**config.mk**
```make
export PLATFORM = sky130hd
export DESIGN_NAME = zone_req_arbiter
export DESIGN_NICKNAME = d
export VERILOG_FILES = /design/src/rtl/zone_req_arbiter.sv
export SDC_FILE = /design/constraint.sdc
export NUM_CORES = 1
export LEC_CHECK = 0
export CAP_MARGIN = 25
export CORE_ASPECT_RATIO = 1.25
export CORE_MARGIN = 8
export CORE_UTILIZATION = 63
export DETAILED_ROUTE_END_ITERATION = 10
export HOLD_SLACK_MARGIN = 0.12
export MAX_ROUTING_LAYER = met4
export PLACE_DENSITY = 0.89
export SKIP_LAST_GASP = 1
export SYNTH_ARGS = -nofsm -noshare
export SYNTH_HDL_FRONTEND = slang
export SYNTH_SLANG_ARGS = --single-unit
export TNS_END_PERCENT = 5
```
**constraint.sdc**
```tcl
create_clock -name clk -period 7.69 [get_ports clk]
set_input_delay 1.9225 -clock clk [delete_from_list [all_inputs] [get_ports clk]]
set_output_delay 1.9225 -clock clk [all_outputs]
set_load 0.005 [all_outputs]
```
**src/rtl/zone_req_arbiter.sv**
```systemverilog
// Round-robin arbiter for the six irrigation zones: grants one zone at a time
// as a registered select code, with min/max dwell and a closed-valve guard gap.
module zone_req_arbiter #(
   parameter int MIN_DWELL = 4,
   parameter int MAX_DWELL = 16,
   parameter int GUARD     = 2,
   parameter int CNT_W     = 8
) (
   input  logic       clk,
   input  logic       rst_n,
   input  logic       en,
   input  logic [5:0] req,
   output logic [2:0] S,
   output logic       grant_valid,
   output logic       busy
);

   typedef enum logic [1:0] {
      ST_IDLE  = 2'd0,
      ST_GRANT = 2'd1,
      ST_GUARD = 2'd2
   } state_t;

   localparam logic [CNT_W-1:0] MIN_M1   = CNT_W'(MIN_DWELL - 1);
   localparam logic [CNT_W-1:0] MAX_M1   = CNT_W'(MAX_DWELL - 1);
   localparam logic [CNT_W-1:0] GUARD_M1 = CNT_W'(GUARD - 1);

   state_t           state, state_nxt;
   logic [2:0]       idx, idx_nxt;
   logic [2:0]       ptr, ptr_nxt;
   logic [CNT_W-1:0] cnt, cnt_nxt;
   logic [2:0]       s_nxt;

   logic             found;
   logic [2:0]       pick;
   logic [2:0]       k;
   logic [5:0]       others;
   logic             release_now;

   function automatic logic [2:0] wrap_inc(input logic [2:0] v);
      return (v == 3'd5) ? 3'd0 : v + 3'd1;
   endfunction

   // Search ptr+1, ptr+2, ... so the last granted zone is looked at last.
   always_comb begin
      found = 1'b0;
      pick  = 3'd0;
      k     = ptr;
      for (int i = 0; i < 6; i++) begin
         k = wrap_inc(k);
         if (!found && req[k]) begin
            found = 1'b1;
            pick  = k;
         end
      end
   end

   always_comb begin
      others      = req & ~(6'b000001 << idx);
      release_now = !en
                    || (cnt >= MIN_M1 && !req[idx])
                    || (cnt >= MAX_M1 && others != 6'b000000);
   end

   always_comb begin
      state_nxt = state;
      idx_nxt   = idx;
      ptr_nxt   = ptr;
      cnt_nxt   = cnt;
      s_nxt     = 3'b000;
      case (state)
         ST_IDLE: begin
            if (en && found) begin
               state_nxt = ST_GRANT;
               idx_nxt   = pick;
               ptr_nxt   = pick;
               cnt_nxt   = '0;
               s_nxt     = pick + 3'd1;
            end
         end
         ST_GRANT: begin
            s_nxt = idx + 3'd1;
            if (release_now) begin
               state_nxt = ST_GUARD;
               cnt_nxt   = '0;
               s_nxt     = 3'b000;
            end else if (cnt < MAX_M1) begin
               // Saturate so a long uncontested grant never wraps below MIN_DWELL.
               cnt_nxt = cnt + 1'b1;
            end
         end
         ST_GUARD: begin
            if (cnt == GUARD_M1) begin
               state_nxt = ST_IDLE;
               cnt_nxt   = '0;
            end else begin
               cnt_nxt = cnt + 1'b1;
            end
         end
         default: begin
            state_nxt = ST_IDLE;
            cnt_nxt   = '0;
         end
      endcase
   end

   always_ff @(posedge clk or negedge rst_n) begin
      if (!rst_n) begin
         state       <= ST_IDLE;
         idx         <= 3'd0;
         ptr         <= 3'd5;
         cnt         <= '0;
         S           <= 3'b000;
         grant_valid <= 1'b0;
         busy        <= 1'b0;
      end else begin
         state       <= state_nxt;
         idx         <= idx_nxt;
         ptr         <= ptr_nxt;
         cnt         <= cnt_nxt;
         S           <= s_nxt;
         grant_valid <= (s_nxt != 3'b000);
         busy        <= (state_nxt != ST_IDLE);
      end
   end

endmodule

```
==> metrics.md, run 1 <==
| Metric | Value |
|---|---|
| Critical path data required time | approximately 8 ns |
| Final WL | around 4.4 mm |
| Max Freq | between 0.2 and 0.25 GHz |
| Simple-Gate Fraction of Synth Area | 0.209 |
| GRT Total Usage | 0.186 |
| Postcts setup bufs | 0 |
| Slew Limit Headroom | 0.418 |
| Gr busiest metal | met2 |
| Worst hold path class | reg2reg |
| Worst VDD drop | between 0.0003 and 0.0004 V |
| Worst setup EP type | flop |
| Clk slew on worst S/H paths | 0.11 ns |
| Largest net degree at the start of global routing | 26 |
| DR iter-0 viols | between 150 and 200 |
| DR vias | between 1500 and 2000 |
| Grt met2 use | 0.336 |
| Distinct cells, synth | 64 |
| Pwr/cell area | 411 nW/µm² |
| Post-route insts no fill | 263 |
| Met3 usage | 0.0187 |
| I/O pin cnt | 14 |
| Final worst-path cycle share | 0.608 |
| CP Class | in2reg |
| Avg Inst Size Synth | 8.67 µm² |
| Htree depth | 1 |
| Dpl cells | between 200 and 300 |
| Filler cells | around 240 |
| Fin util | 0.709 |
| Pleak | about 0.87 nW |
| Area of the mapped netlist | roughly 1900 µm² |
| Final net count | 249 |
| WL per Instance | around 17 µm |
| Post-DP HPWL | around 3.3 mm |
| Arr. time, crit path | slightly below 5 ns |
| TritonCTS buffer count | 3 |
| Share of cells above drive strength 1 | 0.137 |
| Initial antenna violation count | 0 |
| Diodes inserted | 0 |
| Number of enable flip-flop cells after synthesis | 0 |
| Synth Area in Compound Gates | 0.287 |
| CP Launch Type | input port |
| Initial Util | 0.651 |
| DR DRC count | 0 |
| Mapped Nets | 240 |
| Rows | 22 |
| CTS tree | yes |
| FF+latch count, synth | 20 |
| Fin crit period | around 4.7 ns |
| Post-Synth Adder-Cell Area | 0.0791 |
| Number of max-cap violations | 0 |
| Design area | roughly 2100 µm² |
| CP Max Fanout | 10 |
| Post-Synthesis Cells | ~220 |
| Global-route wire length before repair | 7.60 mm |
| Final setup margin | around 3.0 ns |
| Via density | around 6.4 |
| Die width | 65.1 µm |
| Grt total ovfl | 0 |
| Root Driver | clkbuf_4 |
| Core Area | approximately 3000 µm² |
| Vias in the first global route | around 1700 |
| Largest family of logic cells by synthesized area | compound AO/OA/AOI/OAI gates |
| Worst slew pin tran | 0.871 ns |
| Outcome | finished clean |
| Ys flop type | dfrtp_1 |
| Final Setup Violations | 0 |
| Total clock sinks | 20 |
| Area Growth Syn to Fin | 8.96% |
| Post-synthesis sequential area ratio | 0.265 |
| Ys Warns | 0 |
| Final Hold Viols | 0 |
| Gpl congestion | 0.964 |
| Post-CTS sizing | 0 |
| Mux contribution to synthesized area | 0.0968 |
| Clock Skew | roughly 0.0036 ns |
| Clk buf depth | 2 |
| R2R cell count | 11 |
| DP Area | 2020 µm² |
| Post-Synth XOR/XNOR Area | 0.00922 |
| FFs w/ async S/R, synth | 1.00 |
| Die area | 5040 µm² |
| Clk Latency, worst-skew pair | a little over 0.3 ns |
| Port bufs | 13 |
| Die Ht | just under 80 µm |
| Setup TNS | 0 ns |
| Fin Hold WS | around 0.57 ns |
| Hold path cells | 2 |
| Total design power | between 800 and 900 µW |
| Grt met1 use | 0.204 |
| Antenna-violating nets left | 0 |
| RSZ-0062 raised after global routing | false |
| Final slew viol count | 0 |
| Hold_buf cts | 0 |
| Pre-CTS setup slack | between 2 and 3 ns |
| TritonRoute pass-1 iters | 4 |
[kinds of logic after synthesis]
logic type	count (synthesis)
and+or+nand+nor	76
AOI/OAI and AO/OA	75
buffers and inverters	21
DFF	20
muxes	13
adders and majority gates	12
xor gates and xnor gates	2
[state kept, by name (all words and copies together), names as in the netlist]
register	flops
idx	3
ptr	2
grant_valid	1
cnt	8
state	2
S	3
busy	1
[layout make-up]
cell class	count	area (µm²)	share of cell area
multi-input cells	178	1290	0.625
flip-flops and latches	20	503	0.243
repair buffers	13	130	0.0629
inverters	12	45.0	0.0218
well taps	36	45.0	0.0218
clock inverters	1	30.0	0.0145
clock buffers	3	22.5	0.0109
[critical path: stages]
cell	delay (ns)
clkdlybuf4s50_1	0.57
mux2_2	0.39
a22oi_1	0.22
nand3_1	0.15
or3_1	0.46
nor3b_4	0.27
or2_2	0.17
nand2b_1	0.09
o21ai_1	0.08
ha_1	0.31
a21oi_1	0.14
o211ai_1	0.10
[cells in the mapped netlist (4+ instances only)]
library cell	instances	share of area
nor3_1	5	0.013
o21ai_1	4	0.011
nand2b_1	5	0.016
nand2_1	18	0.036
nor2b_1	4	0.013
ha_1	12	0.079
o2bb2ai_1	4	0.018
a31oi_1	4	0.013
o21ai_0	15	0.040
dfrtp_1	18	0.24
a21boi_0	4	0.016
inv_1	11	0.022
mux2_2	5	0.030
a21oi_1	7	0.018
buf_2	4	0.011
nor2_1	19	0.038
nand3_1	6	0.016
[worst paths after layout]
path / start / endpoint / slack [ns]
worst max-delay path: req[5] / grant_valid / 3.01
worst min-delay path: cnt[1] / cnt[1] / 0.57
worst max register to register: idx[1] / grant_valid / 4.28
worst min register to register: cnt[1] / cnt[1] / 0.57
max in group asynchronous: rst_n / idx[1] / 5.06
min in group asynchronous: rst_n / cnt[5] / 2.09
[report_power, final]
group          switching (mW)  total, mW  internal (mW)
combinational           0.307      0.556          0.249
sequential             0.0656      0.207          0.141
clock                  0.0342     0.0869         0.0527
total                   0.407      0.850          0.443
[routing by layer]
metal	share of wire	vias up	routed length, µm
li1	-	834	-
met1	0.41	811	1840
met2	0.53	38	2370
met3	0.034	11	151
met4	0.019	0	85
met5	0	-	0
[placed cells by master, fill, tap and decap left out, drive strengths merged, types with 4 or more instances in the layout]
cell           instances
nand3                  7
ha                    12
mux2                   7
o22ai                  4
inv                   12
o2bb2ai                4
nand2b                 5
nor2b                  4
a21oi                  8
nand2                 19
o21ai                 20
dfrtp                 18
clkdlybuf4s50         13
nor3                   5
a21boi                 4
a31oi                  4
nor2                  20
No activity file was read; power rests on OpenSTA's default activity.
==> run 2, diff against run 1 <==
CORE_UTILIZATION = 53   (was 63)
PLACE_DENSITY = 0.8   (was 0.89)
clock period = 4.17 ns   (was 7.69 ns; I/O delays follow)
==> run 2 against run 1 <==
Effect of this change:
- non-clock buffer count increased by 4
- combinational power grew 89%
- wire length is 4.0% higher
- core utilization down 9.5 points
- critical path depth did not move
- sequential power rose by 86%
==> metrics.md, run 2 (synthesis results as in run 1) <==
| Metric | Value |
|---|---|
| Via density | 6.43 (-0.18%) |
| Worst slew pin tran | 0.883 ns (+0.0119 ns) |
| DR vias | 1736 (+2.5%) |
| Max reg flops | 8 (unchanged) |
| Filler cells | 291 (+21%) |
| Pleak | 0.899 nW (+3.1%) |
| DR iter-0 viols | 252 (+39%) |
| Max Freq | approximately 0.26 GHz |
| Worst VDD drop | 0.000572 V (+85%) |
| Clk buf depth | 2 (unchanged) |
| Number of max-cap violations | 0 (unchanged) |
| Design area | 2120 µm² (+2.5%) |
| Final WL | 4.63 mm (+4.0%) |
| Wl on met1 | 1.87 mm (+2.0%) |
| Total design power | 1.63 mW (+92%) |
| DP Area | 2050 µm² (+1.7%) |
| Post-route insts no fill | 270 (+2.7%) |
| Clk Latency, worst-skew pair | 0.27 ns (-0.04 ns) |
| TritonRoute pass-1 iters | 4 (unchanged) |
| Top sig layer | met4 |
| Largest net degree at the start of global routing | 26 (unchanged) |
| Rows | 24 (+9.1%) |
| CTS tree | yes |
| Slowest CP cell | clkdlybuf4s50_1 |
| Register area | 503 µm² (unchanged) |
| Area Growth Syn to Fin | 11.7% |
| Fin Hold WS | 0.546 ns (-0.0202 ns) |
| Final net count | 253 (+1.6%) |
| Share of cells above drive strength 1 | 0.152 (+0.0150) |
| GRT Total Usage | 0.164 (-0.0226) |
| CP Max Fanout | 9 (-1) |
| Grt total ovfl | 0 (unchanged) |
| WL per Instance | 17.1 µm (+1.3%) |
| Most frequent cells in the layout | 19 x nor2_1, 18 x dfrtp_1, 18 x nand2_1 |
| Arr. time, crit path | 3.93 ns (-0.94 ns) |
| Die width | 69.5 µm (+6.8%) |
| Total clock sinks | 20 (unchanged) |
| Die Ht | 82.9 µm (+7.2%) |
| Final Hold Viols | 0 (unchanged) |
| CP Launch Type | input port |
| Final slew viol count | 0 (unchanged) |
| Post-DP HPWL | 3.43 mm (+3.0%) |
| Crit-path max cell delay | 0.56 ns (about the same) |
| Initial Util | 0.550 (-0.101) |
| Final Setup Violations | 0 (unchanged) |
| Clk slew on worst S/H paths | 0.08 ns (-0.03 ns) |
| Gpl congestion | 0.904 (-6.2%) |
| Core Area | 3450 µm² (+18%) |
| Root Driver | clkbuf_8 |
| Most flop-heavy register | cnt |
| CP Class | in2reg |
| Outcome | finished clean |
| I/O pin cnt | 14 (unchanged) |
| Area of the multi-input gates | 1290 µm² (unchanged) |
| Antenna-violating nets left | 0 (unchanged) |
| WL met2 | 2.42 mm (+1.9%) |
| Initial antenna violation count | 0 (unchanged) |
| DR DRC count | 0 (unchanged) |
| Cell Chain, Critical Path | clkdlybuf4s50_1 > mux2_2 > a22oi_1 > nand3_1 > or3_1 > nor3b_4 > or2_2 > nand2b_1 > o21ai_1 > ha_1 > a21oi_1 > o211ai_1 |
| Port bufs | 13 (unchanged) |
| Htree depth | 1 (unchanged) |
| Global-route wire length before repair | 8.00 mm (+5.2%) |
| RSZ-0062 raised after global routing | false |
| Slew Limit Headroom | 0.410 (-0.00794) |
| Vias in the first global route | 1761 (+3.3%) |
| Clock Skew | 0.00823 ns (+0.00465 ns) |
| Postcts setup bufs | 0 (unchanged) |
| Dpl cells | 266 (+2.7%) |
| DR WL met3 | 190 µm (+26%) |
| Worst setup EP type | flop |
| Final worst-path cycle share | 0.909 |
| Hold_buf cts | 0 (unchanged) |
| TritonCTS buffer count | 3 (unchanged) |
| Worst hold path class | reg2reg |
| Largest regs | cnt x8, S x3, idx x3 |
| Fin crit period | approximately 3.8 ns |
| Setup TNS | 0 ns (unchanged) |
| Pwr/cell area | 768 nW/µm² (+87%) |
| Commonest non-fill, non-tap cell in the layout | nor2_1 |
| Die area | 5770 µm² (+14%) |
| Diodes inserted | 0 (unchanged) |
| Post-CTS sizing | 0 (unchanged) |
| Critical path data required time | 4.31 ns (-3.57 ns) |
==> run 2: per-layer routing <==
layer	vias up	GRT usage
met5	-	-
met4	0	0.0710
met2	46	0.290
met3	16	0.0250
li1	846	-
met1	828	0.175
==> run 2: report_power, final <==
part	switching, mW	internal [mW]
Sequential	0.123	0.261
Combinational	0.570	0.482
Clock	0.0664	0.128
==> run 2: final timing paths <==
path	from	to	slack (ns)	cells past startpoint
max	req[4]	grant_valid	0.38	12
min	cnt[1]	cnt[1]	0.55	2
max reg2reg	ptr[0]	grant_valid	0.82	11
min reg2reg	cnt[1]	cnt[1]	0.55	2
max in group asynchronous	rst_n	idx[2]	2.35	1
min in group asynchronous	rst_n	idx[1]	1.27	1
==> run 2: through the flow <==
| stage | worst slack, ns | util |
|---|---|---|
| after global placement | 0.192 | 0.594 |
| final | 0.381 | 0.614 |
| after CTS | 0.394 | 0.614 |
| after detailed placement | 0.125 | 0.594 |
| after global routing | 0.149 | 0.614 |
| after floorplan | 0.754 | - |
==> run 2: cell type report <==
class,instances,area share
repair buffers,17,0.0755
multi-input cells,178,0.610
well taps,39,0.0230
inverters,12,0.0212
flip-flops and latches,20,0.237
clock inverters,1,0.0142
clock buffers,3,0.0195
==> run 2: critical path, delay by kind of cell <==
kind,cells,cell delay (ns)
multiplexers,1,0.38
AO/OA/AOI/OAI,4,0.52
AND/OR/NAND/NOR,5,1.13
adder cells (fa/ha/maj),1,0.29
buffers and inverters,1,0.56
==> run 3, diff against run 2 <==
RECOVER_POWER = 25   (was default)
SLEW_MARGIN = 20   (was default)
==> run 3 against run 2 <==
Effect of this change:
- cell area up 0.18%
- highest routed layer unchanged
- core utilization up 0.11 points
- die area unchanged
- largest cell class unchanged
- clock power about the same
==> metrics.md, run 3 (synthesis results as in run 1) <==
| Metric | Value |
|---|---|
| Outcome | finished clean |
| Max Freq | 0.263 GHz (-0.23%) |
| Crit Reg-Reg Endpoint | grant_valid |
| Clock Skew | 0.00761 ns (-0.000617 ns) |
| R2R cell count | 11 (unchanged) |
| Worst VDD drop | 0.000569 V (-0.38%) |
| Hold_buf cts | 0 (unchanged) |
| Post-DP HPWL | 3.43 mm (unchanged) |
| Vias in the first global route | 1761 (unchanged) |
| Commonest non-fill, non-tap cell in the layout | nor2_1 |
| Final Setup Violations | 0 (unchanged) |
| CTS tree | yes |
| Arr. time, crit path | 3.94 ns (about the same) |
| Rows | 24 (unchanged) |
| Worst R2R Setup Slack | 0.82 ns (about the same) |
| TritonRoute pass-1 iters | 5 (+1) |
| Pwr/cell area | 767 nW/µm² (-0.17%) |
| Die Ht | 82.9 µm (unchanged) |
| Via density | 6.46 (+0.55%) |
| Most frequent cells in the layout | 19 x nor2_1, 18 x dfrtp_1, 18 x nand2_1 |
| I/O pin cnt | 14 (unchanged) |
| RSZ-0062 raised after global routing | false |
| Fin crit period | 3.80 ns (+0.00863 ns) |
| Most flop-heavy register | cnt |
| DR iter-0 viols | 245 (-2.8%) |
| Global-route wire length before repair | 8.00 mm (unchanged) |
| Area Growth Syn to Fin | 11.9% |
| TritonCTS buffer count | 3 (unchanged) |
| Slowest CP cell | clkdlybuf4s50_1 |
| Initial Util | 0.550 (unchanged) |
| Critical path endpoint | grant_valid |
| Initial antenna violation count | 0 (unchanged) |
| Htree depth | 1 (unchanged) |
| Largest net degree at the start of global routing | 26 (unchanged) |
| WL per Instance | 17.1 µm (-0.20%) |
| Antenna-violating nets left | 0 (unchanged) |
| GRT Total Usage | 0.164 (unchanged) |
| Worst slew pin tran | 0.885 ns (+0.00237 ns) |
| Clk buf depth | 2 (unchanged) |
| Worst setup EP type | flop |
| Post-CTS sizing | 0 (unchanged) |
| Pleak | 0.900 nW (+0.16%) |
| Critical path data required time | 4.31 ns (about the same) |
| Hold path cells | 2 (unchanged) |
| DR vias | 1752 (+0.92%) |
| Number of max-cap violations | 0 (unchanged) |
| Cell Chain, Critical Path | clkdlybuf4s50_1 > mux2_2 > a22oi_1 > nand3_1 > or3_1 > nor3b_4 > or2_2 > nand2b_1 > o21ai_1 > ha_1 > a21oi_1 > o211ai_1 |
| Final Hold Viols | 0 (unchanged) |
| Clk Latency, worst-skew pair | 0.26 ns (about the same) |
| Final worst-path cycle share | 0.911 (+0.00207) |
| Final setup margin | 0.373 ns (-0.00862 ns) |
| Root Driver | clkbuf_8 |
| Total clock sinks | 20 (unchanged) |
| Clk slew on worst S/H paths | 0.08 ns (about the same) |
| DR DRC count | 0 (unchanged) |
| Grt total ovfl | 0 (unchanged) |
| Filler cells | 291 (unchanged) |
| CP Class | in2reg |
| Port bufs | 13 (unchanged) |
| Die width | 69.5 µm (unchanged) |
| Final WL | 4.63 mm (+0.17%) |
| Crit path from | req[4] |
| Final net count | 254 (+0.40%) |
| Postcts setup bufs | 0 (unchanged) |
| Worst hold path class | reg2reg |
| FF-to-FF Start | ptr[0] |
| Final slew viol count | 0 (unchanged) |
| Die area | 5770 µm² (unchanged) |
| Fin Hold WS | 0.547 ns (+0.000811 ns) |
| Share of cells above drive strength 1 | 0.151 (-0.000653) |
| Setup TNS | 0 ns (unchanged) |
| CP Launch Type | input port |
| Crit-path max cell delay | 0.56 ns (about the same) |
| Max reg flops | 8 (unchanged) |
| Largest regs | cnt x8, S x3, idx x3 |
| Core Area | 3450 µm² (unchanged) |
| Slew Limit Headroom | 0.410 (about the same) |
| CP Max Fanout | 9 (unchanged) |
| Diodes inserted | 0 (unchanged) |
| Gpl congestion | 0.904 (unchanged) |
| Pre-CTS setup slack | 0.125 ns (unchanged) |
-- run 3: cell types whose count changed in the layout (fill, tap and decap cells not counted) --
cell / delta
clkbuf_1: +1
dlygate4sd3_1: +1
clkdlybuf4s50_1: -1
-- run 3: power by group --
part | internal [mW] | switching [mW] | total, mW | leakage [nW]
logic | 0.482 | 0.571 | 1.05 | 0.606
clock network | 0.128 | 0.0656 | 0.194 | 0.0357
registers | 0.261 | 0.123 | 0.383 | 0.258
-- run 3: through the flow --
stage | cells | power [mW] | utilization | instance area, µm²
finish | 271 | 1.63 | 0.616 | 2130
global route | 271 | 1.77 | 0.616 | 2130
CTS | 270 | 1.62 | 0.614 | 2120
detailed placement | 266 | 1.42 | 0.594 | 2050
global placement | 266 | 1.40 | 0.594 | 2050
floorplan | 219 | 1.17 | - | 1900
-- run 3: area by class of cell --
cell class                 instances  area [µm²]  share of cell area
tap                               39        48.8              0.0230
clock buffer                       3        41.3              0.0194
inverter                          12        45.0              0.0212
multi-input combinational        178        1290               0.609
timing repair buffer              18         164              0.0771
clock inverter                     1        30.0              0.0141
sequential                        20         503               0.237
-- run 3: metal layers --
metal / global-route usage / vias up / routed length [µm]
met5: - / - / 0
met4: 0.0710 / 0 / 178
met3: 0.0250 / 20 / 199
met2: 0.290 / 52 / 2410
met1: 0.175 / 829 / 1850
li1: - / 851 / -
-- run 3: critical path: cells and delay by family --
| family | cells | cell delay, ns |
|---|---|---|
| AOI/OAI and AO/OA | 4 | 0.53 |
| adders and majority gates | 1 | 0.30 |
| buffers and inverters | 1 | 0.56 |
| muxes | 1 | 0.38 |
| and+or+nand+nor | 5 | 1.13 |
-- run 3: worst min-delay path by stage --
stage,endpoint,slack [ns],from
2_1_floorplan,cnt[1],0.49,cnt[1]
3_5_place_dp,cnt[1],0.54,cnt[1]
5_1_grt,cnt[7],0.59,cnt[7]
6_report,cnt[1],0.55,cnt[1]
4_1_cts,cnt[1],0.56,cnt[1]
3_3_place_gp,cnt[1],0.52,cnt[1]
